## src/rtl/button_conditioner_pkg.sv

```systemverilog
// Shared constants for the push-button conditioning chain: board default
// timing parameters and the per-channel hold-FSM state encoding.
package button_conditioner_pkg;

  localparam int DEF_N_BUTTONS       = 8;
  localparam int DEF_DEBOUNCE_CYCLES = 4;
  localparam int DEF_HOLD_CYCLES     = 10;
  localparam int DEF_REPEAT_CYCLES   = 3;

  typedef enum logic [1:0] {
    HOLD_IDLE    = 2'd0,
    HOLD_HOLDING = 2'd1,
    HOLD_LONG    = 2'd2
  } hold_state_t;

endpackage

```

## src/rtl/button_channel.sv

```systemverilog
// One button channel: 2-FF synchroniser, counter debouncer with press/release
// pulses, and a hold FSM producing the long-press level and auto-repeat pulses.
module button_channel
  import button_conditioner_pkg::*;
#(
  parameter int DEBOUNCE_CYCLES = DEF_DEBOUNCE_CYCLES,
  parameter int HOLD_CYCLES     = DEF_HOLD_CYCLES,
  parameter int REPEAT_CYCLES   = DEF_REPEAT_CYCLES
) (
  input  logic clock,
  input  logic reset,
  input  logic i_button,
  input  logic i_repeat_en,
  output logic o_level,
  output logic o_press,
  output logic o_release,
  output logic o_long_press,
  output logic o_repeat
);

  localparam int DB_W   = $clog2(DEBOUNCE_CYCLES + 1);
  localparam int HOLD_W = $clog2(HOLD_CYCLES + 1);
  localparam int REP_W  = $clog2(REPEAT_CYCLES + 1);

  logic              r_sync1;
  logic              r_sync2;
  logic              r_stable;
  logic [DB_W-1:0]   r_db_cnt;
  logic              r_press;
  logic              r_release;
  hold_state_t       r_state;
  logic [HOLD_W-1:0] r_hold_cnt;
  logic [REP_W-1:0]  r_rep_cnt;
  logic              r_long;
  logic              r_repeat;

  logic [DB_W-1:0]   w_db_inc;
  logic              w_accept;
  logic              w_rise;
  logic              w_fall;
  logic [HOLD_W-1:0] w_hold_inc;
  logic              w_hold_done;
  logic [REP_W-1:0]  w_rep_inc;
  logic              w_rep_wrap;
  hold_state_t       w_state_next;
  logic [HOLD_W-1:0] w_hold_next;
  logic [REP_W-1:0]  w_rep_next;
  logic              w_long_next;
  logic              w_repeat_next;

  // A new level is accepted on the edge where the disagreement count would reach the limit.
  assign w_db_inc    = r_db_cnt + DB_W'(1);
  assign w_accept    = (r_sync2 != r_stable) && (w_db_inc == DB_W'(DEBOUNCE_CYCLES));
  assign w_rise      = w_accept && r_sync2;
  assign w_fall      = w_accept && !r_sync2;
  assign w_hold_inc  = r_hold_cnt + HOLD_W'(1);
  assign w_hold_done = (w_hold_inc == HOLD_W'(HOLD_CYCLES));
  assign w_rep_inc   = r_rep_cnt + REP_W'(1);
  assign w_rep_wrap  = (w_rep_inc == REP_W'(REPEAT_CYCLES));

  // Synchroniser, debouncer and registered press/release pulses.
  always_ff @(posedge clock or posedge reset) begin
    if (reset) begin
      r_sync1   <= 1'b0;
      r_sync2   <= 1'b0;
      r_stable  <= 1'b0;
      r_db_cnt  <= {DB_W{1'b0}};
      r_press   <= 1'b0;
      r_release <= 1'b0;
    end else begin
      r_sync1   <= i_button;
      r_sync2   <= r_sync1;
      r_press   <= w_rise;
      r_release <= w_fall;
      if (r_sync2 == r_stable) begin
        r_db_cnt <= {DB_W{1'b0}};
      end else if (w_accept) begin
        r_stable <= r_sync2;
        r_db_cnt <= {DB_W{1'b0}};
      end else begin
        r_db_cnt <= w_db_inc;
      end
    end
  end

  // Hold FSM state register, including its counters and registered outputs.
  always_ff @(posedge clock or posedge reset) begin
    if (reset) begin
      r_state    <= HOLD_IDLE;
      r_hold_cnt <= {HOLD_W{1'b0}};
      r_rep_cnt  <= {REP_W{1'b0}};
      r_long     <= 1'b0;
      r_repeat   <= 1'b0;
    end else begin
      r_state    <= w_state_next;
      r_hold_cnt <= w_hold_next;
      r_rep_cnt  <= w_rep_next;
      r_long     <= w_long_next;
      r_repeat   <= w_repeat_next;
    end
  end

  // Hold FSM next state; a release edge overrides everything else.
  always_comb begin
    w_state_next = r_state;
    w_hold_next  = r_hold_cnt;
    w_rep_next   = r_rep_cnt;
    if (w_fall) begin
      w_state_next = HOLD_IDLE;
      w_hold_next  = {HOLD_W{1'b0}};
      w_rep_next   = {REP_W{1'b0}};
    end else begin
      case (r_state)
        HOLD_IDLE: begin
          if (w_rise) begin
            w_state_next = HOLD_HOLDING;
            w_hold_next  = {HOLD_W{1'b0}};
            w_rep_next   = {REP_W{1'b0}};
          end else begin
            w_state_next = HOLD_IDLE;
          end
        end
        HOLD_HOLDING: begin
          if (w_hold_done) begin
            w_state_next = HOLD_LONG;
            w_rep_next   = {REP_W{1'b0}};
          end else begin
            w_hold_next  = w_hold_inc;
          end
        end
        HOLD_LONG: begin
          // Repeat phase keeps running regardless of the enable so re-enabling stays aligned.
          if (w_rep_wrap) begin
            w_rep_next = {REP_W{1'b0}};
          end else begin
            w_rep_next = w_rep_inc;
          end
        end
        default: begin
          w_state_next = HOLD_IDLE;
          w_hold_next  = {HOLD_W{1'b0}};
          w_rep_next   = {REP_W{1'b0}};
        end
      endcase
    end
  end

  // Hold FSM outputs, computed for the edge being taken.
  always_comb begin
    w_long_next   = 1'b0;
    w_repeat_next = 1'b0;
    if (w_fall) begin
      w_long_next   = 1'b0;
      w_repeat_next = 1'b0;
    end else begin
      case (r_state)
        HOLD_IDLE: begin
          w_long_next   = 1'b0;
          w_repeat_next = 1'b0;
        end
        HOLD_HOLDING: begin
          w_long_next   = w_hold_done;
          w_repeat_next = w_hold_done && i_repeat_en;
        end
        HOLD_LONG: begin
          w_long_next   = 1'b1;
          w_repeat_next = w_rep_wrap && i_repeat_en;
        end
        default: begin
          w_long_next   = 1'b0;
          w_repeat_next = 1'b0;
        end
      endcase
    end
  end

  assign o_level      = r_stable;
  assign o_press      = r_press;
  assign o_release    = r_release;
  assign o_long_press = r_long;
  assign o_repeat     = r_repeat;

endmodule

```

## src/rtl/button_conditioner.sv

```systemverilog
// Multi-channel push-button front end: one conditioning channel per button
// plus a registered any-event flag for the game FSM.
module button_conditioner
  import button_conditioner_pkg::*;
#(
  parameter int N_BUTTONS       = DEF_N_BUTTONS,
  parameter int DEBOUNCE_CYCLES = DEF_DEBOUNCE_CYCLES,
  parameter int HOLD_CYCLES     = DEF_HOLD_CYCLES,
  parameter int REPEAT_CYCLES   = DEF_REPEAT_CYCLES
) (
  input  logic                 clock,
  input  logic                 reset,
  input  logic [N_BUTTONS-1:0] i_botoes,
  input  logic [N_BUTTONS-1:0] i_repeat_en,
  output logic [N_BUTTONS-1:0] o_level,
  output logic [N_BUTTONS-1:0] o_press,
  output logic [N_BUTTONS-1:0] o_release,
  output logic [N_BUTTONS-1:0] o_long_press,
  output logic [N_BUTTONS-1:0] o_repeat,
  output logic                 o_any_event
);

  logic r_any_event;

  for (genvar g = 0; g < N_BUTTONS; g++) begin : g_chan
    button_channel #(
      .DEBOUNCE_CYCLES (DEBOUNCE_CYCLES),
      .HOLD_CYCLES     (HOLD_CYCLES),
      .REPEAT_CYCLES   (REPEAT_CYCLES)
    ) u_chan (
      .clock        (clock),
      .reset        (reset),
      .i_button     (i_botoes[g]),
      .i_repeat_en  (i_repeat_en[g]),
      .o_level      (o_level[g]),
      .o_press      (o_press[g]),
      .o_release    (o_release[g]),
      .o_long_press (o_long_press[g]),
      .o_repeat     (o_repeat[g])
    );
  end

  // Any press or release this cycle, flagged one cycle later.
  always_ff @(posedge clock or posedge reset) begin
    if (reset) begin
      r_any_event <= 1'b0;
    end else begin
      r_any_event <= |(o_press | o_release);
    end
  end

  assign o_any_event = r_any_event;

endmodule

```

## config.mk

```make
export PLATFORM = sky130hd
export DESIGN_NAME = button_conditioner
export DESIGN_NICKNAME = d
export VERILOG_FILES = /design/src/rtl/button_conditioner_pkg.sv /design/src/rtl/button_channel.sv /design/src/rtl/button_conditioner.sv
export SDC_FILE = /design/constraint.sdc
export NUM_CORES = 1
export LEC_CHECK = 0
export CORE_MARGIN = 2
export CORE_UTILIZATION = 35
export DETAILED_ROUTE_END_ITERATION = 16
export HOLD_SLACK_MARGIN = 0.06
export PLACE_DENSITY = 0.53
export SKIP_CTS_REPAIR_TIMING = 1
export SLEW_MARGIN = 20
export SYNTH_ARGS = -nofsm -noshare
export SYNTH_HDL_FRONTEND = slang
export SYNTH_SLANG_ARGS = --single-unit
```

## constraint.sdc

```tcl
create_clock -name clock -period 7.33 [get_ports clock]
set_input_delay 0.733 -clock clock [delete_from_list [all_inputs] [get_ports clock]]
set_output_delay 0.733 -clock clock [all_outputs]
set_load 0.05 [all_outputs]
```

==> run_results.csv <==
group,metric,value,unit
yosys,synth_simple_gate_area_share,0.1818,
route,vias_per_cell,5.103,
yosys,ys.flop_type,"dfrtp_1",
floorplanning,num_rows,54,
yosys,synthMuxAreaShare,0.04292,
floorplanning,core,21690,µm²
clock_network,clk_latency,0.42,ns
yosys,synth_cell_type_count,67,
floorplanning,die_w,152.3,µm
sta,grt_setup_unrepaired,"false",
clock_network,cts_sinks,145,
placed_design,post-place-ws,4.556,ns
floorplanning,dieArea,23190,µm²
yosys,syn_area_per_cell,10.28,µm²
route,wirelength,15.56,mm
sta,finalWorstSetupSlack,4.859,ns
placed_design,dp.cells,1040,
grt,antenna_found_initial,0,
floorplanning,num_io_pins,59,
route,ant_nets,0,
sta,fin_crit_sh,0.3371,
sta,finClkSkew,0.01003,ns
worst_setup_path,path_max_fanout,6,
clock_network,cts_root_buf,"clkbuf_16",
cells_and_area,drive_above_1_share,0.09079,
yosys,async_flop_share,1.000,
route,dr.first_iter.drc_count,198,
worst_setup_path,critPathLaunchType,"flip-flop",
floorplanning,initial_utilization,0.3549,
power,peakVddDrop,0.1549,mV
placed_design,numPortBuffers,58,
sta,slew_violations,0,
worst_setup_path,critical_path_required,6.60,ns
worst_setup_path,cp_num_buf_inv,1,
sta,relSlewSlack,0.5704,
grt,grt_pass1_vias,5533,
clock_network,clk_pin_slew,0.07,ns
run,drv_cap,0,
sta,hold_violations,0,
clock_network,cts_tree,"built",
clock_network,clk_path_buf_depth,2,
worst_setup_path,r2r_setup_slack,5.04,ns
yosys,synth_fa_ha_area_frac,0.09104,
yosys,ys_ff_latch,145,
power,cellLeakagePower,4.089,nW
worst_setup_path,r2r_cells,7,
yosys,synth_compound_area_frac,0.1299,
worst_setup_path,cpLargestDelayFamily,"buffers and inverters",
placed_design,place_hpwl,11.28,mm
worst_setup_path,worstPathCellList,"clkdlybuf4s50_1",
placed_design,gp_congestion,0.8635,
worst_setup_path,r2r-end,"g_chan[7].u_chan.r_rep_cnt[0]$_DFFE_PP0P_",
worst_setup_path,cp.arrival,1.74,ns
sta,setup_violations,0,
worst_setup_path,slowest_delay,0.85,ns
sta,worst_pin_slew,0.6444,ns
worst_hold_path,holdPathStages,0,
sta,fmax,0.4047,GHz
grt,grt_max_degree,78,
worst_hold_path,hold_class,"reg2reg",
yosys,synth_nets,823,
yosys,synthCells,749,
route,drt_pre_antenna_iters,4,
worst_setup_path,cpMaxStageDelayCell,"clkdlybuf4s50_1",
sta,min_period,2.471,ns
yosys,ys_warn_count,0,
yosys,synthXorXnorAreaFrac,0.009104,
yosys,synth_edf_count,0,
worst_hold_path,hold_end,"g_chan[7].u_chan.r_sync2$_DFF_PP0_",
grt,track_usage,0.1383,
status,status,"complete, no violations",
yosys,seq_area_frac_synth,0.4715,
worst_setup_path,r2r_start,"g_chan[7].u_chan.r_db_cnt[0]$_DFF_PP0_",
route,vias,5476,
worst_setup_path,path_class,"reg2out",
clock_network,cts.htree.levels,4,
clock_network,cts_made_buffers,17,
yosys,synth_top_family_by_area,"simple AND/OR/NAND/NOR gates",
cells_and_area,fin_cells,1073,
route,drc,0,
floorplanning,fp.dieH,152.3,µm
cells_and_area,diodes,0,
grt,grt_overflow_total,0,
route,wire_per_inst,14.50,µm
yosys,syn_area,7696,µm²
worst_setup_path,end_kind,"output port",
cells_and_area,nets,854,
cells_and_area,syn_to_final_growth,16.03,%
grt,grt_pass1_wl,26.38,mm
power,power.density,261.0,nW/µm²
sta,finalSetupTns,0,ns
worst_hold_path,min_from,"g_chan[7].u_chan.r_sync1$_DFF_PP0_",
## flip-flops by register name (all words and copies together) (netlist names)
| signal | cells |
|---|---|
| g_chan.u_chan.r_sync2 | 8 |
| g_chan.u_chan.o_press | 8 |
| g_chan.u_chan.r_state | 16 |
| g_chan.u_chan.o_level | 8 |
| g_chan.u_chan.r_hold_cnt | 32 |
| g_chan.u_chan.o_repeat | 8 |
| g_chan.u_chan.r_db_cnt | 24 |
| g_chan.u_chan.r_sync1 | 8 |
| g_chan.u_chan.o_release | 8 |
| o_any_event | 1 |
| g_chan.u_chan.o_long_press | 8 |
| g_chan.u_chan.r_rep_cnt | 16 |
## per-layer routing
layer / wire [µm] / part of all wire / GRT usage
met3: 504 / 0.032 / 0.03669
met1: 7686 / 0.49 / 0.1856
met5: 0 / 0 / 0
met4: 184 / 0.012 / 0.04317
met2: 7183 / 0.46 / 0.2194
## cells by family after synthesis
group	Yosys count
AND/OR/NAND/NOR	261
adder cells (fa/ha/maj)	56
buffers and inverters	110
multiplexers	31
XOR/XNOR	8
AO/OA/AOI/OAI	138
flip-flops	145
## power breakdown
group / switching [mW] / total, mW / internal (mW)
combinational: 0.292 / 0.483 / 0.191
clock: 0.354 / 0.878 / 0.524
sequential: 0.0773 / 0.970 / 0.893
## cells in the mapped netlist (5+ instances only)
cell type  count  area, µm²
a21oi_1       29      145.1
a31oi_1       11      68.82
and2_1         6      37.54
and3_1         6      37.54
and3b_1        9      78.83
buf_4         41      307.8
clkbuf_1       6      22.52
dfrtp_1      145       3628
ha_1          56      700.7
inv_1         59      221.5
mux2_2        16      180.2
mux2i_1       15      150.1
nand2_1       77      289.0
nand2b_1       8      50.05
nand3_1       20      100.1
nand3b_1      18      135.1
nor2_1        38      142.6
nor3_1        23      115.1
nor3b_1        9      67.56
nor4_1        11      68.82
nor4b_1        5      43.79
o2111a_1       6      67.56
o211a_1        6      60.06
o211ai_1       7      52.55
o21ai_0       26      130.1
o221a_2        6      67.56
or3_1         10      62.56
xnor2_1        8      70.07
## layout by cell type (no fill, tap or decap), types with 7 or more instances in the layout
cell type        instances
nor2_1                  38
clkdlybuf4s50_1         58
o21ai_0                 26
mux2_2                  16
mux2i_1                 15
o211ai_1                 7
ha_1                    56
dfrtp_1                145
nand2b_1                 8
and3b_1                  9
clkbuf_16               17
a31oi_1                 11
xnor2_1                  8
nand2_1                 77
nor3b_1                  9
nor3_1                  23
inv_1                   58
nand3_1                 20
or3_1                   10
nand3b_1                18
nor4_1                  11
inv_6                    7
a21oi_1                 29
## final cells by class
type	count	area, µm²
fill	2042	12760
multi-input combinational	494	3500
inverter	62	237.7
timing repair buffer	60	615.6
tap	280	350.3
sequential	145	3628
clock inverter	13	145.1
clock buffer	19	452.9
## worst max path at each step
| stage | from | end | cells after the start |
|---|---|---|---|
| floorplan | reset | g_chan[0].u_chan.o_level$_DFFE_PP0P_ | 1 |
| global placement | reset | g_chan[4].u_chan.r_state[0]$_DFFE_PP0P_ | 3 |
| detailed placement | reset | g_chan[1].u_chan.o_long_press$_DFF_PP0_ | 3 |
| CTS | g_chan[2].u_chan.o_level$_DFFE_PP0P_ | o_level[2] | 1 |
| global route | g_chan[2].u_chan.o_level$_DFFE_PP0P_ | o_level[2] | 1 |
| finish | g_chan[6].u_chan.o_level$_DFFE_PP0P_ | o_level[6] | 1 |
## per-stage QoR
step	total power, mW	cell area (µm²)	hold WS [ns]	utilization
after floorplan	1.354	7696	0.3312	-
after global placement	1.448	8304	0.3337	0.3829
after detailed placement	1.473	8304	0.3347	0.3829
final	2.331	8930	0.3431	0.4117
after global routing	2.465	8930	0.3603	0.4117
after CTS	2.363	8902	0.3443	0.4105
No activity file was read; power rests on OpenSTA's default activity.
